--- src/rtl/csa2_32_pkg.sv ---
// Shared constants, result type and full-adder cell for the 64-bit carry-select adder.
// Latency: none (declarations and a combinational helper only).
// Backpressure: not applicable.
package csa2_32_pkg;

    localparam int WIDTH = 64;
    localparam int HALF  = WIDTH / 2;

    // 65-bit adder result: carry out of the top bit plus the sum bits.
    typedef struct packed {
        logic             c;
        logic [WIDTH-1:0] s;
    } add_res_t;

    // One full-adder cell, returned as {carry_out, sum}.
    function automatic logic [1:0] fa(input logic x, input logic y, input logic ci);
        return {(x & y) | (ci & (x ^ y)), x ^ y ^ ci};
    endfunction

endpackage

--- src/rtl/csa2_32_rca32.sv ---
// 32-bit ripple-carry adder built as a chain of full-adder cells.
// Latency: combinational; the carry ripples through all 32 cells.
// Backpressure: none.
module csa2_32_rca32
    import csa2_32_pkg::*;
(
    input  logic [HALF-1:0] a_i,
    input  logic [HALF-1:0] b_i,
    input  logic            cin_i,
    output logic [HALF-1:0] s_o,
    output logic            cout_o
);

    // c[i] is the carry into bit i; c[HALF] leaves the block.
    logic [HALF:0] c;

    assign c[0] = cin_i;

    for (genvar i = 0; i < HALF; i++) begin : g_cell
        assign {c[i+1], s_o[i]} = fa(a_i[i], b_i[i], c[i]);
    end

    assign cout_o = c[HALF];

endmodule

--- src/rtl/csa2_32.sv ---
// 64-bit two-block carry-select adder with carry-in and a registered result.
// Latency: 1 cycle from in_valid to out_valid; one result per cycle.
// Backpressure: none; the result holds while in_valid is low.
module csa2_32
    import csa2_32_pkg::*;
#(
    parameter int WIDTH = 64
) (
    input  logic             clk,
    input  logic             rst_n,
    input  logic             in_valid,
    input  logic [WIDTH-1:0] a,
    input  logic [WIDTH-1:0] b,
    input  logic             c_in,
    output logic [WIDTH-1:0] sum,
    output logic             c_out,
    output logic             out_valid
);

    localparam int HALF = WIDTH / 2;

    logic [HALF-1:0] s_lo;
    logic [HALF-1:0] s_hi0;
    logic [HALF-1:0] s_hi1;
    logic            c32;
    logic            c0;
    logic            c1;

    add_res_t res_d;
    add_res_t res_q;
    logic     out_valid_q;

    // Lower block sees the real carry-in.
    csa2_32_rca32 u_lo (
        .a_i    (a[HALF-1:0]),
        .b_i    (b[HALF-1:0]),
        .cin_i  (c_in),
        .s_o    (s_lo),
        .cout_o (c32)
    );

    // Upper block precomputed assuming no carry from the lower half.
    csa2_32_rca32 u_hi0 (
        .a_i    (a[WIDTH-1:HALF]),
        .b_i    (b[WIDTH-1:HALF]),
        .cin_i  (1'b0),
        .s_o    (s_hi0),
        .cout_o (c0)
    );

    // Upper block precomputed assuming a carry from the lower half.
    csa2_32_rca32 u_hi1 (
        .a_i    (a[WIDTH-1:HALF]),
        .b_i    (b[WIDTH-1:HALF]),
        .cin_i  (1'b1),
        .s_o    (s_hi1),
        .cout_o (c1)
    );

    // Lower-half carry picks the matching upper candidate.
    always_comb begin
        res_d.s = c32 ? {s_hi1, s_lo} : {s_hi0, s_lo};
        res_d.c = c32 ? c1 : c0;
    end

    // Capture on in_valid, otherwise hold; reset clears everything.
    always_ff @(posedge clk) begin
        if (!rst_n) begin
            res_q       <= '0;
            out_valid_q <= 1'b0;
        end else begin
            out_valid_q <= in_valid;
            if (in_valid) begin
                res_q <= res_d;
            end
        end
    end

    assign sum       = res_q.s;
    assign c_out     = res_q.c;
    assign out_valid = out_valid_q;

endmodule

--- config.mk ---
export PLATFORM = sky130hd
export DESIGN_NAME = csa2_32
export DESIGN_NICKNAME = d
export VERILOG_FILES = /design/src/rtl/csa2_32_pkg.sv /design/src/rtl/csa2_32_rca32.sv /design/src/rtl/csa2_32.sv
export SDC_FILE = /design/constraint.sdc
export NUM_CORES = 1
export LEC_CHECK = 0
export CAP_MARGIN = 0
export CORE_MARGIN = 3
export CORE_UTILIZATION = 40
export DETAILED_ROUTE_END_ITERATION = 6
export PLACE_DENSITY = 0.82
export SKIP_CTS_REPAIR_TIMING = 1
export SYNTH_ARGS = -nofsm -noshare
export SYNTH_HDL_FRONTEND = slang
export SYNTH_SLANG_ARGS = --single-unit
--- constraint.sdc ---
create_clock -name clk -period 35.3 [get_ports clk]
set_input_delay 3.53 -clock clk [delete_from_list [all_inputs] [get_ports clk]]
set_output_delay 3.53 -clock clk [all_outputs]
set_load 0.005 [all_outputs]
==> impl_summary.log <==
INFO  metric outcome = finished, final reports clean
INFO  metric crit_path_max_incr_delay = 0.44 ns
INFO  metric cts_tree = built
INFO  metric ant_nets = 0
INFO  metric io_pins = 198
INFO  metric place.port_buffers = 197
INFO  metric p_per_area = 35.8 nW/µm²
INFO  metric fraction_of_final_layout_cells_sized_beyond_drive_strength_1 = 3.28%
INFO  metric slew_headroom = 26.3%
INFO  metric critical_path_required = 35.56 ns
INFO  metric final_design_area_no_fill = 6020 µm²
INFO  metric synth_largest_type_area_fraction = 34.4%
INFO  metric worst-endpoint-arrival = 29.07 ns
INFO  metric maxClockFrequency = 0.0347 GHz
INFO  metric hold_path_end = sum[31]
INFO  metric cts_inserted_buffers = 9
INFO  metric fp.dieW = 104 µm
INFO  metric placeableCoreArea = 9280 µm²
INFO  metric global_route.overflow_total = 0
INFO  metric whs_path_depth = 1
INFO  metric crit_path_frequent_cell = sky130_fd_sc_hd__fa_1
INFO  metric synth_ff_type = sky130_fd_sc_hd__dfxtp_1
INFO  metric post_dp_cell_area = 5850 µm²
INFO  metric placed_cells_incl_taps = 603
INFO  metric layout.nets = 682
INFO  metric grt_pass1_vias = 3140
INFO  metric detailedRoute.firstIterationViolations = 19
INFO  metric cp_top_family = adder cells
INFO  metric avgViaCountPerCell = 4.51
INFO  metric timing.clock.skew = 0 ns
INFO  metric most_repeated_cell_in_the_gate_level_netlist_after_synthesis = sky130_fd_sc_hd__dfxtp_1
INFO  metric crit_end_element = flip-flop
INFO  metric clock_tree.root_cell = sky130_fd_sc_hd__clkbuf_8
INFO  metric grt_setup_unrepaired = false
INFO  metric worst_hold_startpoint = sum[31]
INFO  metric fillers = 759
INFO  metric clk_path_buf_depth = 2
INFO  metric die_outline_area = 10800 µm²
INFO  metric period_share = 81.6%
INFO  metric finalNonFillerCells = 617
INFO  metric largest_net_degree_at_the_start_of_global_routing = 71
INFO  metric critical_path_depth = 71
INFO  metric leading_area_contributor_after_synthesis = sky130_fd_sc_hd__dfxtp_1
INFO  metric max_cap_violations = 0
INFO  metric die_height = 104 µm
INFO  metric worstSetupPathType = input port to flip-flop
INFO  metric route.detailed.drc = 0
INFO  metric irDropWorstVdd = 0.0171 mV
INFO  metric mappedNetlistNets = 489
INFO  metric initial_utilization = 41.3%
INFO  metric hold_path.class = flip-flop to flip-flop
INFO  metric report.final.slew_viol_count = 0
INFO  metric grt_use_total = 18.0%
INFO  metric synth_edf_count = 0
INFO  metric crit_path_max_fanout = 3
INFO  metric crit_path_start_kind = input port
INFO  metric rows = 35
INFO  metric timing.rr.start = sum[32]
INFO  metric routed_wire_length_per_instance = 15.3 µm
INFO  metric clk_transition_reported_paths = 0.06 ns
INFO  metric timing_hold_violations_final = 0
INFO  metric synth_seq_cells = 66
INFO  metric post-dp-hpwl = 7.51 mm
INFO  metric ys_seq_area_share = 34.4%
INFO  metric cpMaxStageDelayCell = sky130_fd_sc_hd__fa_1
INFO  metric post_syn_instances = 292
INFO  metric synth_cell_type_count = 16
INFO  metric reg2reg_depth = 2
INFO  metric synth_warnings = 0
INFO  metric layout-area-overhead-vs-synth = 56.9%
INFO  metric rr_endpoint = sum[32]
INFO  metric ctsHtreeMaxLevel = 3
INFO  metric synth_top_cells_by_area = sky130_fd_sc_hd__dfxtp_1, sky130_fd_sc_hd__fa_1, sky130_fd_sc_hd__mux2i_1, sky130_fd_sc_hd__nor2b_1, sky130_fd_sc_hd__buf_6
INFO  metric post_route_setup_slack = 6.49 ns
INFO  metric setup_viol = 0
INFO  metric tightestPinTransition = 1.11 ns
INFO  metric worst-r2r-setup-slack = 34.51 ns
INFO  metric fin_tns_setup = 0 ns
INFO  metric post_route_wl = 9.45 mm
INFO  metric ys_top_cells_by_count = sky130_fd_sc_hd__dfxtp_1, sky130_fd_sc_hd__fa_1, sky130_fd_sc_hd__nor2b_1
INFO  metric final_core_utilization = 64.9%
INFO  metric place_congestion = 0.751
INFO  metric grt_pass1_wl = 15.5 mm
INFO  metric period_needed = 28.81 ns
INFO  metric number_of_antenna_violations_at_the_first_check_in_global_routing = 0
INFO  metric synth_async_sr_flop_share = 0%
INFO  metric syn-mean-instance-area = 13.1 µm²
INFO  metric worstSkewPairLatency = 0.31 ns
INFO  metric antenna-diode-count = 0
INFO  metric static-leakage-power = 2.45 nW
INFO  metric synth.cell_area = 3840 µm²
INFO  metric timing.critical_path.buf_inv = 5
INFO  metric firstDrtPassIters = 4
INFO  metric clock_sinks = 66
INFO  metric preCtsSetupSlack = 6.12 ns
INFO  metric vias = 2780
-- worst max-delay path by stage --
stage	start	to
4_1_cts	a[0]	sum[63]
6_report	a[0]	sum[63]
3_5_place_dp	a[0]	sum[63]
5_1_grt	a[0]	sum[63]
3_3_place_gp	a[0]	sum[63]
2_1_floorplan	a[0]	sum[63]
-- metrics by stage --
| step | hold slack, ns | total power [mW] |
|---|---|---|
| CTS | 0.482 | 0.220 |
| floorplan | 0.477 | 0.118 |
| global route | 0.519 | 0.230 |
| detailed placement | 0.467 | 0.160 |
| global placement | 0.465 | 0.157 |
| finish | 0.478 | 0.216 |
-- worst register-to-register path, delay by kind of cell (launching register included) --
| family | cells | cell delay (ns) |
|---|---|---|
| DFF | 1 | 0.31 |
| AOI/OAI and AO/OA | 1 | 0.26 |
| and+or+nand+nor | 1 | 0.12 |
-- cell families (layout without fill, tap and decap cells) --
logic type | after synthesis | in the layout | share of synthesized area, %
flip-flops | 66 | 66 | 34.4
AND/OR/NAND/NOR | 67 | 67 | 10.7
buffers and inverters | 27 | 223 | 4.14
XOR/XNOR | 1 | 1 | 0.228
AO/OA/AOI/OAI | 6 | 6 | 1.40
adder cells (fa/ha/maj) | 65 | 65 | 33.5
multiplexers | 60 | 60 | 15.6
-- power by group --
| group | leakage [nW] | switching, mW | internal (mW) | total, mW |
|---|---|---|---|---|
| Sequential | 0.545 | 0.00409 | 0.0828 | 0.0869 |
| Combinational | 1.81 | 0.0260 | 0.0442 | 0.0702 |
| Clock | 0.0918 | 0.0271 | 0.0315 | 0.0586 |
| Total | 2.45 | 0.0572 | 0.159 | 0.216 |
-- sequential cells by signal, summed over array words and instances (netlist names) --
signal     flops
c_out          1
sum           64
out_valid      1
-- final cells by class --
class | instances | area [µm²] | area share, %
clock inverter | 4 | 45.0 | 0.748
multi-input combinational | 199 | 2360 | 39.2
tap | 129 | 161 | 2.68
clock buffer | 10 | 128 | 2.12
sequential | 66 | 1320 | 21.9
inverter | 12 | 45.0 | 0.748
timing repair buffer | 197 | 1960 | 32.6
-- layout by cell type, fill, tap and decap left out, drive strengths merged --
master	n
clkdlybuf4s50	195
dfxtp	66
fa	63
nor2b	61
mux2i	60
inv	12
clkbuf	10
nand2	5
o211a	4
clkinv	3
ha	2
buf	2
and2	1
xnor2	1
a22o	1
o21ai	1
bufinv	1
-- routing by layer --
metal | part of all wire (%) | GRT usage, %
met1 | 37 | 20.0
met2 | 54 | 33.0
met3 | 7.7 | 5.40
met4 | 1.0 | 5.32
met5 | 0 | 0
(Power assumes the default switching activity.)
